==> config.mk <==
export PLATFORM = sky130hd
export DESIGN_NAME = serial_subtractor
export DESIGN_NICKNAME = d
export VERILOG_FILES = /design/src/rtl/serial_subtractor.sv
export SDC_FILE = /design/constraint.sdc
export NUM_CORES = 1
export LEC_CHECK = 0
export BUFFER_PORTS_ARGS = -buffer_cell sky130_fd_sc_hd__buf_4
export CAP_MARGIN = 25
export CORE_ASPECT_RATIO = 1.5
export CORE_UTILIZATION = 49
export DETAILED_ROUTE_END_ITERATION = 10
export GPL_TIMING_DRIVEN = 0
export PLACE_DENSITY = 0.74
export SLEW_MARGIN = 25
export SYNTH_ARGS = -nofsm -noshare
export SYNTH_HDL_FRONTEND = slang
export SYNTH_SLANG_ARGS = --single-unit
==> constraint.sdc <==
create_clock -name clk -period 1.5 [get_ports clk]
set_input_delay 0.3 -clock clk [delete_from_list [all_inputs] [get_ports clk]]
set_output_delay 0.3 -clock clk [all_outputs]
set_load 0.05 [all_outputs]
==> src/rtl/serial_subtractor.sv <==
// rtl/serial_subtractor.sv - bit-serial LSB-first subtractor y = a - b with borrow/overflow flag
module serial_subtractor #(
  parameter int IN_WIDTH = 8,
  parameter bit SIGNED   = 1'b1
) (
  input  logic                clk,
  input  logic                rst,
  input  logic                start,
  input  logic [IN_WIDTH-1:0] a,
  input  logic [IN_WIDTH-1:0] b,
  output logic                busy,
  output logic                done,
  output logic [IN_WIDTH:0]   y,
  output logic                v
);

  localparam int CW = $clog2(IN_WIDTH + 1);

  typedef enum logic [1:0] {IDLE, SHIFT, DONE} state_t;

  state_t state, state_next;

  // Operands carry one extension bit so bit IN_WIDTH falls out of the shift naturally.
  logic [IN_WIDTH:0]   a_sr, b_sr;
  // Holds the first IN_WIDTH difference bits; the final bit goes straight to y.
  logic [IN_WIDTH-1:0] acc;
  logic                a_msb, b_msb;
  logic                br;
  logic [CW-1:0]       cnt;
  logic                accept, last;
  logic                d, br_next;

  // Full-subtractor cell on the current LSBs.
  assign d       = a_sr[0] ^ b_sr[0] ^ br;
  assign br_next = (~a_sr[0] & b_sr[0]) | (~(a_sr[0] ^ b_sr[0]) & br);

  // State register.
  always_ff @(posedge clk) begin
    if (rst) state <= IDLE;
    else     state <= state_next;
  end

  // Next-state and handshake outputs.
  always_comb begin
    state_next = state;
    busy       = 1'b0;
    done       = 1'b0;
    accept     = 1'b0;
    last       = 1'b0;
    case (state)
      IDLE: begin
        if (start) begin
          accept     = 1'b1;
          state_next = SHIFT;
        end
      end
      SHIFT: begin
        busy = 1'b1;
        if (cnt == '0) begin
          last       = 1'b1;
          state_next = DONE;
        end
      end
      DONE: begin
        done = 1'b1;
        if (start) begin
          accept     = 1'b1;
          state_next = SHIFT;
        end else begin
          state_next = IDLE;
        end
      end
      default: state_next = IDLE;
    endcase
  end

  // Datapath: operand capture, one bit per cycle, result commit on the last bit.
  always_ff @(posedge clk) begin
    if (rst) begin
      a_sr  <= '0;
      b_sr  <= '0;
      acc   <= '0;
      a_msb <= 1'b0;
      b_msb <= 1'b0;
      br    <= 1'b0;
      cnt   <= '0;
      y     <= '0;
      v     <= 1'b0;
    end else if (accept) begin
      a_sr  <= {(SIGNED ? a[IN_WIDTH-1] : 1'b0), a};
      b_sr  <= {(SIGNED ? b[IN_WIDTH-1] : 1'b0), b};
      a_msb <= a[IN_WIDTH-1];
      b_msb <= b[IN_WIDTH-1];
      acc   <= '0;
      br    <= 1'b0;
      cnt   <= CW'(IN_WIDTH);
    end else if (busy) begin
      a_sr <= a_sr >> 1;
      b_sr <= b_sr >> 1;
      acc  <= {d, acc[IN_WIDTH-1:1]};
      br   <= br_next;
      if (last) begin
        y <= {d, acc};
        // acc[IN_WIDTH-1] is the committed y[IN_WIDTH-1].
        v <= SIGNED ? ((a_msb ^ b_msb) & (acc[IN_WIDTH-1] ^ a_msb)) : br_next;
      end else begin
        cnt <= cnt - 1'b1;
      end
    end
  end

endmodule
======== Word level (Yosys, flattened, before mapping) ========
Cells that the tools add are included.
word-level totals
  word-level logic and storage cells ...... 55
  output and inout port bits .............. 12
  flip-flop bits (word level) ............. 45
cells by class
  add/sub/neg operators ................... 1
  bitwise logic cells ..................... 12
  multiplexer cells ....................... 17
  reduce and logical (&&, ||, !) cells .... 9
  equality and inequality tests ........... 5
operators by type and width
  kind                                              number
  2-to-1 mux 9 bit                                  4
  2-to-1 mux 4 bit                                  3
  2-to-1 mux 1 bit                                  7
  inequality test 2 bit, second input constant      3
  one-hot mux 2 bit (3 select lines)                1
  AND reduction 2 bit                               3
  logical NOT 4 bit                                 1
  2-to-1 mux 2 bit                                  2
  NOT 1 bit                                         4
  OR reduction 2 bit                                2
  subtractor 4 x 1 -> 4 bit, second input constant  1
  bitwise XOR 1 bit                                 4
  AND 1 bit                                         3
  AND reduction 3 bit                               1
  == test 2 x 1 -> 1 bit, second input constant     1
  == test 2 bit, second input constant              1
  logical NOT 2 bit                                 1
  nonzero test 2 bit                                1
  bitwise OR 1 bit                                  1

======== Logic depth before layout (Yosys ltp) ========
  depth in word-level cells ............... 6
  depth in mapped cells ................... 6
  depth with buffers taken out ............ 5

======== Least setup slack after synthesis ========
OpenSTA, ideal clock, no wires.
  path kind ............................... register to register
  from .................................... register cnt[0]
  to ...................................... register y[1]
  cell stages (with the launch flop) ...... 7
  setup slack ............................. 0.116 ns
  required time ........................... 1.367 ns
  period minus slack after synthesis ...... 1.384 ns
  data arrival time ....................... 1.251 ns
  path through ............................ dfxtp_1 > inv_1 > ha_1 > or3b_4 > buf_6 > o21ai_0 > a21oi_1
between the ends
  longest elaborated chain between the ends .. 4
RTL lines
  element                               line  source
  from (decl)                           29    logic [CW-1:0] cnt;
  from (signal assigned)                96    cnt <= CW'(IN_WIDTH);
  from (signal assigned)                107   cnt <= cnt - 1'b1;
  logical NOT 4 bit                     59    if (cnt == '0) begin
  2-to-1 mux 1 bit                      59
  2-to-1 mux 1 bit                      50    case (state)
  AND reduction 3 bit (no source line)  -
  to (signal assigned)                  103   y <= {d, acc};
  to (decl)                             13    output logic [IN_WIDTH:0] y,
No other way between the ends.
A chain may end at the register's enable or synchronous reset.

======== Worst setup path after layout ========
  from .................................... register cnt[0]
  to ...................................... register y[4]
The elaborated chain is that of the path after synthesis.

==> flow_metrics.py <==
metrics = {
    "sta": {
        "slew_headroom": 0.6346,
        "skew_ps": 5.009,
        "hold_viol": 0,
        "slew_violations": 0,
        "rsz0062_at_grt": "true",
        "fin_crit_ps": 1439,
        "tightest_slew_ps": 548.1,
        "setup_violations": 0,
        "layout_setup_ws_ps": 60.74,
        "max_freq_mhz": 694.8,
        "finalCritPeriodShare": 0.9595,
    },
    "critical_path": {
        "cp_top_family": "simple AND/OR/NAND/NOR gates",
        "path_class": "reg2reg",
        "worst-path-buf-inv": 2,
        "cp-start-kind": "flip-flop",
        "critPathMaxFanout": 5,
        "crit_arrival_ps": 1600,
        "crit_path_end_kind": "flip-flop",
        "required_ps": 1660,
        "critPathSlowestCell": "or3b_4",
        "path_cells": "inv_2 > ha_4 > or3b_4 > buf_6 > o21ai_1 > a21oi_1",
        "cpPeakStageDelay_ps": 420,
    },
    "clock_network": {
        "cts_made_buffers": 5,
        "cts-root-buf": "clkbuf_8",
        "clock_latency_ps": 300,
        "cts.sinks": 45,
        "clockBufferDepth": 2,
        "cts_hold_buf": 0,
        "path_clk_slew_ps": 80,
        "cts_tree": "yes",
        "cts_max_level": 2,
    },
    "die": {
        "die_area_sq_mm": 0.003986,
        "io_pins": 31,
        "initial_core_util": 0.5255,
        "dieHeight_um": 76.83,
        "core_sq_mm": 0.003481,
        "die_w_um": 51.89,
        "row_count": 26,
    },
    "detailed_routing": {
        "routed_wl_mm": 4.486,
        "vias": 1685,
        "antenna_left": 0,
        "firstDrtPassIters": 4,
        "detail_route.wl_per_cell_um": 14.85,
        "via_per_inst": 5.579,
        "first_iter_violations": 78,
        "drc": 0,
    },
    "yosys": {
        "yosysWarnings": 0,
        "yosysUniqueCellTypes": 30,
        "synth_common_cells": "dfxtp_1 (45), nand2_1 (35), a21oi_1 (26)",
        "syn_area_per_cell_sq_um": 8.469,
        "ys.flop_type": "dfxtp_1",
        "yosys.area.top_type": "dfxtp_1",
        "synth.most_common_cell": "dfxtp_1",
        "async_reset_ff_frac": 0,
        "synth_area_sq_mm": 0.001829,
        "synth_edf_count": 0,
        "yosys_register_bits": 45,
        "yosys.area.top_type_share": 0.4925,
        "synthesis.instances": 216,
        "ys_seq_area_frac": 0.4925,
        "synthesis.nets": 237,
        "synth_area_leaders": "dfxtp_1 (49%), nand2_1 (7.2%), a21oi_1 (7.1%), nor3_1 (4.7%), a311oi_1 (3.4%)",
    },
    "worst_hold_path": {
        "hold_path_class": "in2reg",
    },
    "pwr": {
        "power_density_mw_per_mm2": 1308,
        "peakVddDrop_uv": 1025,
        "p_leak_nw": 0.8852,
    },
    "layout": {
        "nets": 280,
        "design_area_sq_mm": 0.002322,
        "antenna_cells": 0,
        "area_growth_syn_to_layout_pct": 26.95,
        "drive_above_1_share": 0.2731,
    },
    "global_routing": {
        "grt_util_met1": 0.3007,
        "grt_pass1_wl_mm": 7.500,
        "antenna_found_initial": 0,
        "busiest_layer": "met2",
        "track_usage": 0.2512,
        "use_met3": 0.03770,
        "grt-ovfl-total": 0,
        "grt.met2_usage": 0.4205,
        "grt_pass1_vias": 1614,
        "grt_max_degree": 18,
    },
    "run_status": {
        "status": "finished, final reports clean",
    },
    "placement": {
        "dpl-instance-area_sq_mm": 0.002100,
        "gp_congestion": 0.8560,
        "place.port_buffers": 29,
        "dp_slack_ps": -39.97,
        "place_hpwl_mm": 3.100,
    },
    "run": {
        "drv_cap": 0,
    },
}
[worst paths after layout]
kind	start	to	slack (ps)	cells after the start
max reg2reg	cnt[0]$_SDFFE_PP0P_	y[4]$_SDFFE_PP0P_	60	6
max	cnt[0]$_SDFFE_PP0P_	y[4]$_SDFFE_PP0P_	60	6
min reg2reg	acc[0]$_SDFFE_PP0P_	acc[0]$_SDFFE_PP0P_	470	2
min	rst	a_sr[8]$_SDFFE_PP0P_	270	2
[where the power goes]
| group | total (mW) | switching [mW] | internal (mW) |
|---|---|---|---|
| clock | 0.945 | 0.402 | 0.543 |
| combinational | 0.739 | 0.436 | 0.303 |
| sequential | 1.35 | 0.0647 | 1.29 |
[cells by family (layout without fill, tap and decap cells)]
| logic type | after synthesis | count (layout) | share of synthesized area |
|---|---|---|---|
| flops | 45 | 45 | 0.4925 |
| simple gates | 82 | 82 | 0.2086 |
| compound gates | 62 | 62 | 0.2100 |
| buf+inv | 25 | 69 | 0.07113 |
| fa+ha+maj | 2 | 2 | 0.01778 |
[metal layers]
metal  vias up  part of all wire
li1        856                 -
met1       782              0.42
met2        40              0.52
met3         7             0.042
met4         0             0.019
met5         -                 0
[registers in the layout (all words and copies together) (netlist names)]
register,flops
cnt,4
a_msb,1
y,9
a_sr,9
state,2
br,1
b_msb,1
acc,8
b_sr,9
v,1
[cells in the final DEF, fill, tap and decap left out, drive strengths merged, types with 2 or more instances in the layout]
cell type and count:
clkbuf 13, inv 5, nor2b 2, a211oi 5, nand3 11, nor3 17, a22oi 2, a21oi 26
buf 49, o21ai 10, nor2 9, nand2b 3, a311oi 8, dfxtp 45, o22ai 8, nand2 35
[through the flow]
| step | TNS [ps] | utilization | cells | power [mW] | hold WS (ps) |
|---|---|---|---|---|---|
| after floorplan | 0 | - | 216 | 1.830 | 436.6 |
| after global placement | 0 | 0.6032 | 287 | 2.020 | 447.8 |
| after detailed placement | -226.8 | 0.6032 | 287 | 2.028 | 458.2 |
| after CTS | 0 | 0.6445 | 296 | 2.998 | 273.0 |
| after global routing | -38.63 | 0.6671 | 302 | 3.189 | 284.5 |
| final | 0 | 0.6671 | 302 | 3.038 | 270.2 |
[area by class of cell]
type                       instances  area [sq um]
fill                             293          1159
sequential                        45         903.4
multi-input combinational        146         829.5
timing repair buffer              37         285.3
buffer                            18         107.6
clock buffer                       7         86.33
tap                               42         52.55
clock inverter                     1         30.03
inverter                           6         27.53
[what timing repair did]
| item | in CTS | in global routing |
|---|---|---|
| buffers inserted | 1 | 6 |
| endpoints found under the setup margin | 11 | 18 |
| pin swaps | 1 | 3 |
| resized for setup | 15 | 14 |
| cloned | 1 | 0 |
(Power assumes the default switching activity.)
